<file path="src/rtl/baseline_noise_calc.sv">
// baseline_noise_calc: two-pass per-channel baseline (mean) and noise
// (mean absolute deviation) measurement over 2^LOG2_SAMPLES valid ADC frames.
// Pass 1 accumulates raw samples to form the mean; pass 2 accumulates
// |sample - mean| in the DATAWIDTH fixed-point domain. All result words are
// published together in one cycle, so a reader never sees a mixed result set.
module baseline_noise_calc #(
    parameter int ADC_WIDTH    = 8,
    parameter int DATAWIDTH    = 16,
    parameter int ADC_CHANEL   = 8,
    parameter int LOG2_SAMPLES = 8
) (
    input  logic                             sys_clk,
    input  logic                             sys_rst,
    input  logic                             start,
    input  logic                             abort,
    input  logic [ADC_CHANEL*ADC_WIDTH-1:0]  adc_data,
    input  logic                             adc_valid,
    output logic                             busy,
    output logic                             done,
    output logic [4:0]                       meas_status,
    output logic [ADC_CHANEL*DATAWIDTH-1:0]  adc_baseline,
    output logic [ADC_CHANEL*DATAWIDTH-1:0]  adc_noise
);

    // Fractional bits of the result format and accumulator widths.
    localparam int FRAC_W = DATAWIDTH - ADC_WIDTH;
    localparam int ACC1_W = ADC_WIDTH + LOG2_SAMPLES;
    localparam int ACC2_W = DATAWIDTH + LOG2_SAMPLES;
    localparam int CNT_W  = LOG2_SAMPLES;

    localparam logic [4:0] ST_WAIT   = 5'd0;
    localparam logic [4:0] ST_START  = 5'd2;
    localparam logic [4:0] ST_FINISH = 5'd3;

    typedef enum logic [2:0] {
        S_IDLE,
        S_PASS1,
        S_CALC_MEAN,
        S_PASS2,
        S_CALC_NOISE
    } state_t;

    state_t             state_q, state_d;
    logic [CNT_W-1:0]   cnt_q, cnt_d;
    logic [4:0]         status_q, status_d;
    logic               done_q, done_d;
    logic               busy_q, busy_d;

    // Per-channel datapath strobes decoded by the control FSM.
    logic               clr_acc;
    logic               acc1_en;
    logic               acc2_en;
    logic               mean_ld;
    logic               res_ld;
    logic               last_sample;

    // The counter wraps on its last value, so "all ones" marks sample N.
    assign last_sample = (cnt_q == {CNT_W{1'b1}});

    // Control FSM next-state, counter and status decode.
    always_comb begin
        state_d  = state_q;
        cnt_d    = cnt_q;
        status_d = status_q;
        done_d   = 1'b0;
        clr_acc  = 1'b0;
        acc1_en  = 1'b0;
        acc2_en  = 1'b0;
        mean_ld  = 1'b0;
        res_ld   = 1'b0;
        case (state_q)
            S_IDLE: begin
                // start has priority over abort here; abort alone is a no-op.
                if (start) begin
                    state_d  = S_PASS1;
                    cnt_d    = '0;
                    clr_acc  = 1'b1;
                    status_d = ST_START;
                end
            end
            S_PASS1: begin
                if (abort) begin
                    state_d  = S_IDLE;
                    status_d = ST_WAIT;
                end else if (adc_valid) begin
                    acc1_en = 1'b1;
                    cnt_d   = cnt_q + CNT_W'(1);
                    if (last_sample) begin
                        state_d = S_CALC_MEAN;
                    end
                end
            end
            S_CALC_MEAN: begin
                if (abort) begin
                    state_d  = S_IDLE;
                    status_d = ST_WAIT;
                end else begin
                    mean_ld = 1'b1;
                    cnt_d   = '0;
                    state_d = S_PASS2;
                end
            end
            S_PASS2: begin
                if (abort) begin
                    state_d  = S_IDLE;
                    status_d = ST_WAIT;
                end else if (adc_valid) begin
                    acc2_en = 1'b1;
                    cnt_d   = cnt_q + CNT_W'(1);
                    if (last_sample) begin
                        state_d = S_CALC_NOISE;
                    end
                end
            end
            S_CALC_NOISE: begin
                res_ld   = 1'b1;
                done_d   = 1'b1;
                status_d = ST_FINISH;
                state_d  = S_IDLE;
            end
            default: begin
                state_d  = S_IDLE;
                status_d = ST_WAIT;
            end
        endcase
        busy_d = (state_d == S_PASS1) || (state_d == S_CALC_MEAN) ||
                 (state_d == S_PASS2);
    end

    // Control registers; reset returns everything to an idle, zeroed state.
    always_ff @(posedge sys_clk) begin
        if (sys_rst) begin
            state_q  <= S_IDLE;
            cnt_q    <= '0;
            status_q <= ST_WAIT;
            done_q   <= 1'b0;
            busy_q   <= 1'b0;
        end else begin
            state_q  <= state_d;
            cnt_q    <= cnt_d;
            status_q <= status_d;
            done_q   <= done_d;
            busy_q   <= busy_d;
        end
    end

    assign busy        = busy_q;
    assign done        = done_q;
    assign meas_status = status_q;

    genvar gi;
    generate
        for (gi = 0; gi < ADC_CHANEL; gi = gi + 1) begin : g_ch
            logic [ADC_WIDTH-1:0]   sample;
            logic [DATAWIDTH-1:0]   sample_fx;
            logic [ACC2_W-1:0]      acc1_shifted;
            logic [DATAWIDTH-1:0]   mean_calc;
            logic signed [DATAWIDTH:0] diff;
            logic [DATAWIDTH:0]     diff_neg;
            logic [DATAWIDTH-1:0]   mag;
            logic [ACC1_W-1:0]      acc1_q, acc1_d;
            logic [ACC2_W-1:0]      acc2_q, acc2_d;
            logic [DATAWIDTH-1:0]   mean_q, mean_d;
            logic [DATAWIDTH-1:0]   base_q, base_d;
            logic [DATAWIDTH-1:0]   noise_q, noise_d;

            assign sample = adc_data[gi*ADC_WIDTH +: ADC_WIDTH];

            // Fixed-point arithmetic: sample scaling, mean, and |sample - mean|.
            always_comb begin
                sample_fx    = DATAWIDTH'(sample) << FRAC_W;
                acc1_shifted = ACC2_W'(acc1_q) << FRAC_W;
                mean_calc    = acc1_shifted[LOG2_SAMPLES +: DATAWIDTH];
                diff         = $signed({1'b0, sample_fx}) - $signed({1'b0, mean_q});
                diff_neg     = -diff;
                mag          = diff[DATAWIDTH] ? diff_neg[DATAWIDTH-1:0]
                                               : diff[DATAWIDTH-1:0];
            end

            // Accumulator, mean and result-word next values.
            always_comb begin
                acc1_d  = acc1_q;
                acc2_d  = acc2_q;
                mean_d  = mean_q;
                base_d  = base_q;
                noise_d = noise_q;
                if (clr_acc) begin
                    acc1_d = '0;
                    acc2_d = '0;
                end
                if (acc1_en) begin
                    acc1_d = acc1_q + ACC1_W'(sample);
                end
                if (acc2_en) begin
                    acc2_d = acc2_q + ACC2_W'(mag);
                end
                if (mean_ld) begin
                    mean_d = mean_calc;
                end
                // Baseline and noise update together so results are atomic.
                if (res_ld) begin
                    base_d  = mean_q;
                    noise_d = acc2_q[LOG2_SAMPLES +: DATAWIDTH];
                end
            end

            // Per-channel state registers.
            always_ff @(posedge sys_clk) begin
                if (sys_rst) begin
                    acc1_q  <= '0;
                    acc2_q  <= '0;
                    mean_q  <= '0;
                    base_q  <= '0;
                    noise_q <= '0;
                end else begin
                    acc1_q  <= acc1_d;
                    acc2_q  <= acc2_d;
                    mean_q  <= mean_d;
                    base_q  <= base_d;
                    noise_q <= noise_d;
                end
            end

            assign adc_baseline[gi*DATAWIDTH +: DATAWIDTH] = base_q;
            assign adc_noise[gi*DATAWIDTH +: DATAWIDTH]    = noise_q;
        end
    endgenerate

endmodule

</file>
<file path="config.mk">
export PLATFORM = sky130hd
export DESIGN_NAME = baseline_noise_calc
export DESIGN_NICKNAME = d
export VERILOG_FILES = /design/src/rtl/baseline_noise_calc.sv
export SDC_FILE = /design/constraint.sdc
export NUM_CORES = 2
export LEC_CHECK = 0
export CAP_MARGIN = 20
export CORE_AREA = 2 2 314 316
export CTS_CLUSTER_DIAMETER = 60
export CTS_CLUSTER_SIZE = 8
export DETAILED_ROUTE_END_ITERATION = 12
export DIE_AREA = 0 0 316 318
export PLACE_DENSITY = 0.65
export SLEW_MARGIN = 15
export SYNTH_ARGS = -nofsm -noshare
export SYNTH_HDL_FRONTEND = slang
export SYNTH_SLANG_ARGS = --single-unit
export TNS_END_PERCENT = 50
</file>
<file path="constraint.sdc">
create_clock -name sys_clk -period 14 [get_ports sys_clk]
set_input_delay 2.1 -clock sys_clk [delete_from_list [all_inputs] [get_ports sys_clk]]
set_output_delay 2.1 -clock sys_clk [all_outputs]
set_load 0.01 [all_outputs]
</file>
# Yosys cells after proc, flatten, opt, wreduce, memory -nomap -nowiden
# Cells that the tools add are included.
# totals
register_bits	722
in_bits	69
output_inout_bits	263
# op_classes
addsub	33
n_eq_ne	13
muxes	52
reduce_logical	10
# ops
cell	count
2-to-1 mux 16 bit	17
2-to-1 mux 24 bit	9
adder 24 x 16 -> 24 bit	8
subtractor 16 x 16 -> 17 bit	8
adder 16 x 8 -> 16 bit	8
negator 16 bit	8
2-to-1 mux 8 bit	4
case mux 8 bit (3 select lines)	1
2-to-1 mux 3 bit	7
case mux 5 bit (3 select lines)	1
== test 3 x 2 -> 1 bit, second input constant	4
case mux 3 bit (4 select lines)	1
2-to-1 mux 5 bit	2
2-to-1 mux 1 bit	9
adder 8 x 1 -> 8 bit, second input constant	1
== test 8 bit, second input constant	1
== test 3 x 1 -> 1 bit, second input constant	2
!= test 2 bit, second input constant	3
AND reduction 5 bit	1
!= test 2 x 1 -> 1 bit, second input constant	2
nonzero test 2 bit	2
== test 3 bit, second input constant	1
zero test 3 bit	1
nonzero test 3 bit	1
other kinds (5)	6

# Depth between registers and ports, before layout
# depth
ltp_word	8
depth_mapped	24

# Worst setup path after synthesis
# Ideal clock, no wire load.
# synth_timing
kind	input -> register
start	input adc_data[16]
end	register g_ch[2].acc2_q[22]
setup_time_ns	0.065
t_arrival_ns	6.359
path_slack_ns	7.575
path_stages	21
n_path_buf	2
path_cell_list	ha_1 -> clkbuf_1 -> a311o_1 -> a211oi_1 -> o21bai_1 -> a2111oi_2 -> or3_1 -> clkbuf_1 -> nand2_1 -> xnor2_1 -> inv_1 -> fa_1 -> nor2b_1 -> o21ai_0 -> a21boi_0 -> o31ai_1 -> a21oi_1 -> nor4bb_1 -> nor4b_1 -> mux2_2 -> nor2_1
# synth_between
elab_chain_len	5
# synth_rtl
element	line	rtl
start: declaration	16	input logic [ADC_CHANEL*ADC_WIDTH-1:0] adc_data,
subtractor 16 x 16 -> 17 bit *	174	diff = $signed({1'b0, sample_fx}) - $signed({1'b0, mean_q});
negator 16 bit	175	diff_neg = -diff;
2-to-1 mux 16 bit *	176	mag = diff[DATAWIDTH] ? diff_neg[DATAWIDTH-1:0]
adder 24 x 16 -> 24 bit *	195	acc2_d = acc2_q + ACC2_W'(mag);
2-to-1 mux 24 bit *	194	if (acc2_en) begin
end signal: assignment	211	acc2_q <= '0;
end signal: assignment	217	acc2_q <= acc2_d;
end: declaration	162	logic [ACC2_W-1:0] acc2_q, acc2_d;
# Every way passes the cells marked *; elsewhere a longest branch is shown, timed or not.
# A chain may end at the register's enable or synchronous reset.

# Worst setup path in the final report
# layout_timing
start	input adc_data[40]
end	register g_ch[5].acc2_q[23]
# layout_between
elab_chain_len	5
# layout_rtl
element	line
subtractor 16 x 16 -> 17 bit *	174
negator 16 bit	175
2-to-1 mux 16 bit *	176
adder 24 x 16 -> 24 bit *	195
2-to-1 mux 24 bit *	194
end signal: assignment	211
end signal: assignment	217
end: declaration	162
# Marked as above.

==> metrics.md <==
| Metric | Value |
|---|---|
| Outcome | `finished clean` |
| Initial cell density of the core | `43.44%` |
| Pwr dens | `100.5 nW/um^2` |
| Count of buffers added by post-CTS timing repair for setup | `0` |
| Crit path setup slack, layout | `7.107 ns` |
| Placeable core region | `97410 sq um` |
| Primary flip-flop cell chosen by synthesis mapping | `sky130_fd_sc_hd__dfxtp_1` |
| Number of DRC markers in iteration 0 | `2691` |
| Final critical-path required period | `6.893 ns` |
| Worst Path Buf+Inv | `1` |
| CP Launch Type | `input pin` |
| Accumulated negative setup slack | `0 ns` |
| Largest area contributor in the synthesized netlist | `sky130_fd_sc_hd__dfxtp_1` |
| Slew @ Worst Pin | `1.131 ns` |
| Slew margin rel. | `24.55%` |
| Post-detailed-placement half-perimeter wirelength | `84110 um` |
| Ratio of cells with drive above 1 in the final layout | `4.977%` |
| TritonCTS clock tree | `done` |
| Cells on worst reg2reg path | `20` |
| Gpl congestion | `0.9143` |
| Post-Synthesis Cells | `5530` |
| Final instance area | `49510 sq um` |
| Unrepaired setup endpoints after global routing | `false` |
| Hold path cells | `2` |
| Number of antenna violations at the first check in global routing | `2` |
| RR Startpoint | `g_ch[5].mean_q[0]$_SDFFE_PP0P_` |
| Total of max-cap violations | `0` |
| # H-tree levels | `3` |
| Clock buffer count from CTS | `108` |
| Post-DRT Antenna Nets | `0` |
| IR drop worst, VDD | `0.00009689 V` |
| Horizontal extent of the die | `316 um` |
| Worst hold path type | `reg -> reg` |
| Critical hold path startpoint | `g_ch[1].base_q[0]$_SDFFE_PP0P_` |
| Series of cell instances along the critical path | `clkdlybuf4s50_1 -> ha_1 -> nor2b_1 -> a31oi_1 -> o21bai_1 -> a21o_1 -> nand2_1 -> a21oi_1 -> a2111oi_0 -> a221oi_1 -> xor2_1 -> ha_1 -> a21oi_1 -> o21ai_0 -> o21a_1 -> a311o_1 -> a211o_1 -> a21oi_1 -> nor3b_1 -> mux2_2` |
| Slack of the worst reg-to-reg path | `8.00 ns` |
| First-pass iteration count of the detailed router | `5` |
| Total track usage | `23.44%` |
| Mean number of vias per cell | `5.527` |
| CTS Root Cell | `sky130_fd_sc_hd__clkbuf_16` |
| CP max-delay cell | `sky130_fd_sc_hd__a21oi_1` |
| Number of cell rows | `115` |
| Async set-or-reset flop fraction in the synthesized netlist | `0%` |
| Pre-CTS setup slack | `6.498 ns` |
| Number of enable flip-flop cells after synthesis | `0` |
| Destination of the worst register-to-register timing path | `g_ch[5].acc2_q[23]$_SDFFE_PP0P_` |
| Cell family contributing the most delay on the critical path | `compound AO/OA/AOI/OAI gates` |
| Die Outline Area | `100500 sq um` |
| Most common cell after layout, fill and taps aside | `sky130_fd_sc_hd__nand2_1` |
| Clock Path Buffers | `3` |
| Clock latency at the later pin of the worst-skew pair | `0.70 ns` |
| Total I/O pin count | `332` |
| DRC violation count after routing | `0` |
| Worst clock skew | `0.03231 ns` |
| Delay of the slowest critical-path stage | `0.61 ns` |
| Cell depth of the worst setup path | `20` |
| Count of endpoints failing hold in the final timing report | `0` |
| Via count of the first global-routing pass | `36156` |
| Number of instances resized during post-cts repair | `0` |
| Number of hold buffers added after cts | `0` |
| Gr ovfl total | `0` |
| Synthesis Warnings | `0` |
| Netlist area before placement | `42310 sq um` |
| Area of combinational cells with multiple inputs | `26060 sq um` |
| Area delta synth->final | `17.00%` |
| Count of input and output buffers | `328` |
| Maximum clock frequency | `145.1 MHz` |
| Cell types occupying the most area after synthesis | `sky130_fd_sc_hd__dfxtp_1 (34%), sky130_fd_sc_hd__nand2_1 (10%), sky130_fd_sc_hd__ha_1 (8.8%)` |
| Global-route wire length before repair | `193100 um` |
| Drt wl/cell | `17.32 um` |
| Filler instances | `9427` |
| Classification of the worst setup path | `in -> reg` |
| Most frequent cells in the layout | `sky130_fd_sc_hd__nand2_1 (1138), sky130_fd_sc_hd__a21oi_1 (740), sky130_fd_sc_hd__dfxtp_1 (719), sky130_fd_sc_hd__clkdlybuf4s50_1 (327), sky130_fd_sc_hd__nor2_1 (303)` |
| Unique cell type count in the Yosys netlist | `93` |
| Most frequent cell on the critical path | `sky130_fd_sc_hd__a21oi_1` |
| Post-CTS clock slew at the launch and capture registers of the worst setup and hold paths | `0.05 ns` |
| Number of max-slew violations in the final report | `0` |
| Floorplan die height | `318 um` |
| Endpoint arrival time on the critical path | `7.47 ns` |
| Final standard cell count with taps included and fillers excluded | `7015` |
| Sequential fraction of the synthesis area | `34.02%` |
| FF+latch area | `14390 sq um` |
| Endpoint of the worst hold-timing path | `g_ch[1].base_q[0]$_SDFFE_PP0P_` |
| Worst-path fanout max | `11` |
| Crit. End Element | `flop` |
| Avg Synthesized Cell Area | `7.651 sq um` |
| Maximum number of pins on one net before global-route repair | `101` |
| Worst Path Required | `14.57 ns` |
| Leakage power summed over all cells | `18.63 nW` |
| Share of the synthesized area in the top cell type | `34.02%` |
| Clock Sinks | `719` |
| Cell count after placement | `6873` |
| Pwr Total | `4.977 mW` |
| Net count reported at finish | `6078` |
| Final setup violation count | `0` |
| Post-Place Cell Area | `46350 sq um` |
| Flip-flop and latch count after synthesis | `719` |
| Detailed-route wire length | `121500 um` |
| Via count of the routed design | `38773` |
| Ratio of final minimum period to clock period | `49.23%` |
==> power by group <==
group / switching, mW / internal (mW) / total [mW]
Sequential: 0.00494 / 2.06 / 2.06
Combinational: 0.293 / 0.170 / 0.463
Clock: 0.929 / 1.53 / 2.45
Total: 1.23 / 3.75 / 4.98
==> Yosys cell counts (all sizes together) (64+ instances only) <==
cell type	count
nand2	1139
a21oi	741
dfxtp	719
nor2	311
ha	297
clkbuf	253
xnor2	246
o21ai	204
inv	200
nand3	193
xor2	138
a21o	97
nor3	86
a31oi	74
or3	64
==> final cells by class <==
| class | count | area share, % |
|---|---|---|
| antenna | 2 | 0.01011 |
| tap | 1287 | 3.253 |
| inverter | 200 | 1.516 |
| multi-input combinational | 4306 | 52.63 |
| clock inverter | 18 | 0.5131 |
| sequential | 719 | 29.07 |
| clock buffer | 122 | 5.856 |
| timing repair buffer | 361 | 7.142 |
==> tightest hold or removal path, cell delays in order (launching register included) <==
cell,delay [ns]
sky130_fd_sc_hd__dfxtp_1,0.30
sky130_fd_sc_hd__nand2_1,0.05
sky130_fd_sc_hd__a21oi_1,0.05
==> metrics by stage <==
stage,hold WS [ns],utilization (%)
6_report,0.4487,50.82
5_1_grt,0.4636,50.82
4_1_cts,0.4526,50.82
3_5_place_dp,0.4461,47.58
3_3_place_gp,0.4424,47.58
2_1_floorplan,0.4315,-
==> metal layers <==
metal  wire length, um  global-route usage (%)  vias to the layer above  part of all wire, %
met3              6032                   3.561                      146                  5.0
met5                 0                       0                        -                    0
li1                  -                       -                    19429                    -
met4              2496                   6.456                        0                  2.1
met2             56310                   38.60                      795                   46
met1             56670                   31.69                    18403                   47
==> sequential cells by signal (all words and copies together) (netlist names) <==
signal / flops
done: 1
g_ch.acc1_q: 128
cnt_q: 8
g_ch.noise_q: 128
meas_status: 2
g_ch.mean_q: 128
g_ch.acc2_q: 192
g_ch.base_q: 128
state_q: 3
busy: 1
==> cell families (layout without fill, tap and decap cells) <==
family	count (synthesis)	in the layout	synth area share (%)
compound gates	1452	1452	20.51
mux	37	37	0.9729
buf+inv	507	701	4.607
flops	719	719	34.02
other cells	1	5	0.008863
simple gates	2117	2117	22.40
xor+xnor	384	384	7.949
fa+ha+maj	313	313	9.540
==> worst max path at each step <==
| stage | end | from |
|---|---|---|
| after detailed placement | g_ch[5].acc2_q[23]$_SDFFE_PP0P_ | adc_data[40] |
| after global routing | g_ch[5].acc2_q[23]$_SDFFE_PP0P_ | adc_data[40] |
| after CTS | g_ch[5].acc2_q[23]$_SDFFE_PP0P_ | adc_data[40] |
| after global placement | g_ch[5].acc2_q[23]$_SDFFE_PP0P_ | adc_data[40] |
| after floorplan | g_ch[2].acc2_q[22]$_SDFFE_PP0P_ | adc_data[16] |
| final | g_ch[5].acc2_q[23]$_SDFFE_PP0P_ | adc_data[40] |
No activity file was read; power rests on OpenSTA's default activity.
